==> src/rtl/jump_target_hazard_ctrl_pkg.sv <==
// Shared definitions for the jump-target hazard controller.
//   REG_AW     : default register-number width
//   fwd_sel_e  : select codes driven to the jump-target operand mux
//   jt_state_e : controller FSM states
package jump_target_hazard_ctrl_pkg;

  localparam int unsigned REG_AW = 4;

  typedef enum logic [2:0] {
    FWD_NONE    = 3'b000,
    FWD_FAR_LO  = 3'b001,
    FWD_FAR_HI  = 3'b010,
    FWD_NEAR_LO = 3'b011,
    FWD_NEAR_HI = 3'b100
  } fwd_sel_e;

  typedef enum logic [1:0] {
    ST_IDLE,
    ST_STALL,
    ST_FLUSH
  } jt_state_e;

endpackage

==> src/rtl/jump_target_hazard_ctrl_jt_src_match.sv <==
// Combinational comparator of the jump source register against the two
// in-flight producer stages.
//   id_rs                          : jump target source register
//   near_wr_en/near_rd/near_hi     : one-stage-away producer
//   near_is_load                   : near producer data not yet available
//   far_wr_en/far_rd/far_hi        : two-stage-away producer
//   near_m / far_m                 : per-stage register match
//   sel                            : candidate forwarding select (near wins)
module jt_src_match
  import jump_target_hazard_ctrl_pkg::*;
#(
  parameter int unsigned REG_AW        = jump_target_hazard_ctrl_pkg::REG_AW,
  parameter bit          ZERO_REG_HARD = 1'b1
) (
  input  logic [REG_AW-1:0] id_rs,
  input  logic              near_wr_en,
  input  logic [REG_AW-1:0] near_rd,
  input  logic              near_hi,
  input  logic              near_is_load,
  input  logic              far_wr_en,
  input  logic [REG_AW-1:0] far_rd,
  input  logic              far_hi,
  output logic              near_m,
  output logic              far_m,
  output fwd_sel_e          sel
);

  logic w_rs_zero;

  // Register 0 is hardwired zero, so a write to it never produces a hazard.
  assign w_rs_zero = ZERO_REG_HARD && (id_rs == '0);

  assign near_m = near_wr_en && (near_rd == id_rs) && !w_rs_zero;
  assign far_m  = far_wr_en  && (far_rd  == id_rs) && !w_rs_zero;

  // A near load has no data to forward yet, so the far stage may still
  // supply the select; the stall itself is decided by the top.
  always_comb begin
    sel = FWD_NONE;
    if (near_m && !near_is_load) begin
      sel = near_hi ? FWD_NEAR_HI : FWD_NEAR_LO;
    end else if (far_m) begin
      sel = far_hi ? FWD_FAR_HI : FWD_FAR_LO;
    end
  end

endmodule

==> src/rtl/jump_target_hazard_ctrl.sv <==
// Decode-stage controller for jump-register target operands.
//   clk, rst_n       : clock (rising edge), async active-low reset
//   id_jump, id_rs   : decode holds a jump-register and its source register
//   near_* / far_*   : producer info from the two in-flight stages
//   hazard, fwd_sel  : jump-target mux forwarding enable and select
//   stall            : freeze PC and IF/ID, bubble into EX
//   jump_take        : load jump target into PC
//   flush            : squash the instruction fetched behind a taken jump
module jump_target_hazard_ctrl
  import jump_target_hazard_ctrl_pkg::*;
#(
  parameter int unsigned REG_AW        = jump_target_hazard_ctrl_pkg::REG_AW,
  parameter int unsigned LOAD_STALL    = 1,
  parameter bit          ZERO_REG_HARD = 1'b1
) (
  input  logic              clk,
  input  logic              rst_n,
  input  logic              id_jump,
  input  logic [REG_AW-1:0] id_rs,
  input  logic              near_wr_en,
  input  logic [REG_AW-1:0] near_rd,
  input  logic              near_hi,
  input  logic              near_is_load,
  input  logic              far_wr_en,
  input  logic [REG_AW-1:0] far_rd,
  input  logic              far_hi,
  output logic              hazard,
  output logic [2:0]        fwd_sel,
  output logic              stall,
  output logic              jump_take,
  output logic              flush
);

  localparam int unsigned CNT_W = $clog2(LOAD_STALL) + 1;

  jt_state_e        r_state;
  jt_state_e        w_state_nxt;
  logic [CNT_W-1:0] r_cnt;
  logic [CNT_W-1:0] w_cnt_nxt;

  logic     w_near_m;
  logic     w_far_m;
  fwd_sel_e w_sel;
  logic     w_load_use;

  jt_src_match #(
    .REG_AW        (REG_AW),
    .ZERO_REG_HARD (ZERO_REG_HARD)
  ) u_match (
    .id_rs        (id_rs),
    .near_wr_en   (near_wr_en),
    .near_rd      (near_rd),
    .near_hi      (near_hi),
    .near_is_load (near_is_load),
    .far_wr_en    (far_wr_en),
    .far_rd       (far_rd),
    .far_hi       (far_hi),
    .near_m       (w_near_m),
    .far_m        (w_far_m),
    .sel          (w_sel)
  );

  assign w_load_use = id_jump && w_near_m && near_is_load;

  always_ff @(posedge clk or negedge rst_n) begin
    if (!rst_n) begin
      r_state <= ST_IDLE;
      r_cnt   <= '0;
    end else begin
      r_state <= w_state_nxt;
      r_cnt   <= w_cnt_nxt;
    end
  end

  // The detection cycle in IDLE is the first stall cycle, so STALL only
  // covers the remaining LOAD_STALL-1 cycles.
  always_comb begin
    w_state_nxt = r_state;
    w_cnt_nxt   = r_cnt;
    unique case (r_state)
      ST_IDLE: begin
        if (w_load_use) begin
          if (LOAD_STALL > 1) begin
            w_state_nxt = ST_STALL;
            w_cnt_nxt   = CNT_W'(LOAD_STALL - 1);
          end
        end else if (id_jump) begin
          w_state_nxt = ST_FLUSH;
        end
      end
      ST_STALL: begin
        if (r_cnt == CNT_W'(1)) begin
          w_state_nxt = ST_IDLE;
          w_cnt_nxt   = '0;
        end else begin
          w_cnt_nxt = r_cnt - CNT_W'(1);
        end
      end
      ST_FLUSH: begin
        w_state_nxt = ST_IDLE;
      end
      default: begin
        w_state_nxt = ST_IDLE;
        w_cnt_nxt   = '0;
      end
    endcase
  end

  // Outputs are gated by rst_n so they drop asynchronously when reset is
  // asserted, even while the inputs still present a hazard.
  always_comb begin
    hazard    = 1'b0;
    fwd_sel   = FWD_NONE;
    stall     = 1'b0;
    jump_take = 1'b0;
    flush     = 1'b0;
    if (rst_n) begin
      unique case (r_state)
        ST_IDLE: begin
          if (id_jump && (w_sel != FWD_NONE)) begin
            hazard  = 1'b1;
            fwd_sel = w_sel;
          end
          if (w_load_use) begin
            stall = 1'b1;
          end else if (id_jump) begin
            jump_take = 1'b1;
          end
        end
        ST_STALL: begin
          if (id_jump && (w_sel != FWD_NONE)) begin
            hazard  = 1'b1;
            fwd_sel = w_sel;
          end
          stall = 1'b1;
        end
        ST_FLUSH: begin
          flush = 1'b1;
        end
        default: begin
          stall = 1'b0;
        end
      endcase
    end
  end

endmodule

==> config.mk <==
export PLATFORM = sky130hd
export DESIGN_NAME = jump_target_hazard_ctrl
export DESIGN_NICKNAME = d
export VERILOG_FILES = /design/src/rtl/jump_target_hazard_ctrl_pkg.sv /design/src/rtl/jump_target_hazard_ctrl_jt_src_match.sv /design/src/rtl/jump_target_hazard_ctrl.sv
export SDC_FILE = /design/constraint.sdc
export NUM_CORES = 1
export LEC_CHECK = 0
export BUFFER_PORTS_ARGS = -buffer_cell sky130_fd_sc_hd__buf_2
export CAP_MARGIN = 10
export CORE_AREA = 2 2 39 41
export DETAILED_ROUTE_END_ITERATION = 8
export DIE_AREA = 0 0 41 43
export PLACE_DENSITY_LB_ADDON = 0.1
export SLEW_MARGIN = 20
export SYNTH_ARGS = -nofsm -noshare
export SYNTH_HDL_FRONTEND = slang
export SYNTH_HIERARCHICAL = 1
export SYNTH_SLANG_ARGS = --single-unit
==> constraint.sdc <==
create_clock -name clk -period 1.6 [get_ports clk]
set_input_delay 0.32 -clock clk [delete_from_list [all_inputs] [get_ports clk]]
set_output_delay 0.32 -clock clk [all_outputs]
set_load 0.02 [all_outputs]
Word-level counts from Yosys, hierarchy flattened
Index checks and enable logic that the tools add are counted.
- register bits after elaboration: 3
- bits in latches: 0
- memory bits (writable): 0
- ROM bits: 0
- output and inout bits: 7
- word-level logic and storage cells: 51
- memories kept: 0
- $add $sub $neg: 1
- $mul: 0
- div/mod/pow operators: 0
- order comparisons: 0
- equal/unequal tests: 7
- shifts and indexed selects: 0
- multiplexer cells: 25
- bitwise gates (word level): 0
- reductions and logical operators: 16
- operators by type and width (operator ; number):
    3-bit 2-to-1 mux ; 6
    1-bit 2-to-1 mux ; 12
    4-bit == test ; 2
    1-bit logical AND ; 8
    2-bit 2-to-1 mux ; 4
    2-bit != test (second input constant) ; 3
    4-bit logical NOT ; 1
    1-bit case mux with 2 select lines ; 2
    2-bit case mux with 2 select lines ; 1
    2-bit OR reduction ; 2
    3-bit AND reduction ; 1
    3-bit nonzero test ; 1
    2-bit by 1-bit == test with 1-bit output (second input constant) ; 1
    2-bit == test (second input constant) ; 1
    1-bit logical NOT ; 2
    2-bit logical NOT ; 1
    1-bit subtractor (second input constant) ; 1

Logic depth before layout (Yosys ltp)
- word-level depth: 10
- depth in mapped cells: 6

Cells and area by module
The synthesis kept the hierarchy.
- modules (own cells, without submodules) (module ; instances ; cells each ; area an instance (um^2) ; sequential area each (um^2)):
    jt_src_match ; 1 ; 22 ; 172.7 ; 0.0
    jump_target_hazard_ctrl ; 1 ; 13 ; 98.8 ; 25.0

Worst setup path after synthesis
OpenSTA, ideal clock, no wires.
- path type: input -> output
- start: in id_rs[1]
- end: out hazard
- data arrival time: 1.519 ns
- required time: 1.280 ns
- path slack: -0.239 ns
- stages on the path: 6
- buffers on the path: 0
- path through: or4_4 > nand3_2 > nor3_2 > mux2i_1 > nor3_1 > nor2_1
- longest elaborated chain between the ends: 10
- RTL lines (what ; RTL line ; source):
    start: declaration ; jump_target_hazard_ctrl.sv:19 ; input logic [REG_AW-1:0] id_rs,
    4-bit == test, or another cell as far along ; jump_target_hazard_ctrl_jt_src_match.sv:34 ; assign far_m = far_wr_en && (far_rd == id_rs) && !w_rs_zero;
    1-bit logical AND, or another cell as far along ; jump_target_hazard_ctrl_jt_src_match.sv:34 ;
    1-bit logical AND (on tied branches) ; jump_target_hazard_ctrl_jt_src_match.sv:34, jump_target_hazard_ctrl_jt_src_match.sv:33 ;
    3-bit 2-to-1 mux or 1-bit logical AND (tied branches) ; jump_target_hazard_ctrl_jt_src_match.sv:42, jump_target_hazard_ctrl_jt_src_match.sv:40 ;
    3-bit 2-to-1 mux (*) ; jump_target_hazard_ctrl_jt_src_match.sv:40 ; if (near_m && !near_is_load) begin
    via w_sel[1] ; jump_target_hazard_ctrl.sv:43 ; fwd_sel_e w_sel;
    3-bit nonzero test (*) ; jump_target_hazard_ctrl.sv:120, jump_target_hazard_ctrl.sv:131 ;
    1-bit logical AND (*) ; jump_target_hazard_ctrl.sv:120, jump_target_hazard_ctrl.sv:131 ;
    1-bit 2-to-1 mux (*) ; jump_target_hazard_ctrl.sv:120, jump_target_hazard_ctrl.sv:131 ;
    1-bit 2-to-1 mux (*) ; - ;
    1-bit 2-to-1 mux (*) ; jump_target_hazard_ctrl.sv:117 ; if (rst_n) begin
    end: declaration ; jump_target_hazard_ctrl.sv:27 ; output logic hazard,
The timed path passes the listed nets; every way through them passes the cells marked *.

Worst setup path after layout
- start: in id_rs[0]
- end: out hazard
Same word-level chain as after synthesis.

==> metrics.md <==
| Metric | Value |
|---|---|
| Die width | `41 um` |
| Avg WL per Cell | `8.58 um` |
| Syn Nets | `54` |
| Maximum vdd drop | `between 0.09 and 0.1 mV` |
| Area post-placement | `between 400 and 500 um^2` |
| Buffers added on ports | `26` |
| Congestion Overflow GR | `0` |
| Sum of negative setup slack | `-1.54 ns` |
| Worst Tran Pin Value | `0.253 ns` |
| Final estimated routing congestion in global placement | `0.576` |
| All-Layer GR Usage | `8.41%` |
| Fin area | `552 um^2` |
| Switching Power | `48.7 uW` |
| DRC violations left | `0` |
| Startpoint type of the worst setup path | `input port` |
| Count of standard-cell rows | `14` |
| Number of slew-limit violations in the final report | `0` |
| Post-synthesis instance area | `between 200 and 300 um^2` |
| Switching part of the total | `35.5%` |
| Fin util | `39.9%` |
| Vert. Die Dim | `43 um` |
| Reg with most FFs | `r_state` |
| Leading registers by flop count | `r_state x1` |
| Starting DRT DRC Count | `0` |
| Req. time, crit path | `1.28 ns` |
| Effective utilization at floorplan | `19.3%` |
| Fraction of final layout cells sized beyond drive strength 1 | `between 70% and 80%` |
| Hold WC Path Type | `input port to async pin` |
| Clock slew at the register clock pins of the worst setup and hold paths | `0 ns` |
| Clock skew | `0 ns` |
| Worst Hold Slack | `0.113 ns` |
| Routed wire length | `678 um` |
| # nets final | `85` |
| Avg Cell Area, Syn | `7.88 um^2` |
| Remaining antenna violation count | `0` |
| Normalized max-slew margin | `slightly above 80%` |
| Number of max-capacitance violations reported | `0` |
| Final period util | `125%` |
| Unrepaired setup endpoints after global routing | `true` |
| Leakage | `0.267 nW` |
| Combinational group share of total power | `78.9%` |
| Number of instances in the synthesized netlist | `34` |
| Synthesis-to-finish area growth | `106%` |
| Pin count of the biggest net entering global routing | `5` |
| Die Outline Area | `0.00176 mm^2` |
| Via-to-Cell Ratio | `4.28` |
| Violated checks | `setup timing` |
| Via count of the routed design | `338` |
| Crit path max fanout | `4` |
| Pwr per Cell Area | `between 200 and 250 mW/mm^2` |
| Internal | `88.5 uW` |
| Setup CP Type | `input port to primary output` |
| Core Region | `around 0.0014 mm^2` |
| Least setup slack across all paths after layout | `-0.398 ns` |
| Final setup vio count | `6` |
| Diode insertion count for antenna repair | `0` |
| Relative contribution of the clock network to total power | `0%` |
| Top Ports | `27` |
| Part of the power in registers | `21.1%` |
| Flip-flop count of the largest register, all copies and words added | `1` |
| Number of iterations in the first detailed-routing pass | `1` |
| Warning count from the yosys run | `6` |
| Critical Path AT | `1.68 ns` |
| First-pass GRT wire length | `between 1000 and 1500 um` |
| Number of hold violations in the final report | `0` |
| Clock latency at the later pin of the worst-skew pair | `0 ns` |
| Achievable frequency | `0.501 GHz` |
| Outcome | `finished, violations left` |
| Initial antenna violation count | `0` |
| Via count of the first global-routing pass | `307` |
| Final critical delay including setup and external delays | `2.00 ns` |
| Kind of end point of the critical path | `primary output` |
-- worst paths after layout --
check | from | to | slack, ns | depth (start not counted)
min in group clk | r_state[1] | r_state[1] | 0.53 | 2
worst min register to register | r_state[1] | r_state[1] | 0.53 | 2
worst max register to register | r_state[1] | r_state[1] | 0.90 | 2
max in group asynchronous | rst_n | r_state[1] | 1.38 | 1
worst min-delay path | rst_n | r_state[1] | 0.11 | 1
worst max-delay path | id_rs[0] | hazard | -0.40 | 8
-- power by group through the flow --
stage / logic [mW] / registers [mW] / clock network (mW)
final: 0.108 / 0.0290 / 0
after global routing: 0.118 / 0.0293 / 0
after CTS: 0.104 / 0.0289 / 0
after detailed placement: 0.0849 / 0.0289 / 0
after global placement: 0.0852 / 0.0290 / 0
after floorplan: 0.0426 / 0.0286 / 0
-- metrics by stage --
stage	instances	total power [mW]	setup WS [ns]
floorplan	34	0.0712	-0.170
global placement	78	0.114	-0.444
detailed placement	78	0.114	-0.457
CTS	79	0.133	-0.412
global route	79	0.147	-0.469
finish	79	0.137	-0.398
-- routing by layer --
| layer | part of all wire (%) | global-route usage [%] | up-vias |
|---|---|---|---|
| met5 | 0 | 0 | - |
| met4 | 0 | 0 | 0 |
| met3 | 8.6 | 0 | 0 |
| met2 | 54 | 16.6 | 19 |
| met1 | 37 | 9.87 | 140 |
| li1 | - | - | 179 |
-- placed cells by master (no fill, tap or decap), types with 3 or more instances in the layout --
cell type,n
sky130_fd_sc_hd__buf_2,19
sky130_fd_sc_hd__buf_6,6
sky130_fd_sc_hd__and2_4,4
sky130_fd_sc_hd__xnor2_1,4
sky130_fd_sc_hd__buf_4,3
sky130_fd_sc_hd__xnor2_2,3
-- final cells by class --
cell class	instances	area, um^2
inverters	1	3.75
flip-flops and latches	1	25.0
fillers	144	832
well taps	16	20.0
multi-input cells	32	303
repair buffers	29	200
-- what timing repair did --
action                     4_1_cts  5_1_grt
setup buffers                    1        0
setup endpoints to repair        6        6
pin swaps                        9        3
hold buffers                     0        0
resized for setup               20        4
-- worst max-delay path, cell delays in order --
cell	delay [ns]
sky130_fd_sc_hd__buf_8	0.10
sky130_fd_sc_hd__or4_4	0.55
sky130_fd_sc_hd__nand3_4	0.09
sky130_fd_sc_hd__nor3_4	0.06
sky130_fd_sc_hd__mux2i_1	0.14
sky130_fd_sc_hd__nor3_1	0.22
sky130_fd_sc_hd__nor2_2	0.07
sky130_fd_sc_hd__buf_6	0.13
No activity file was read; power rests on OpenSTA's default activity.
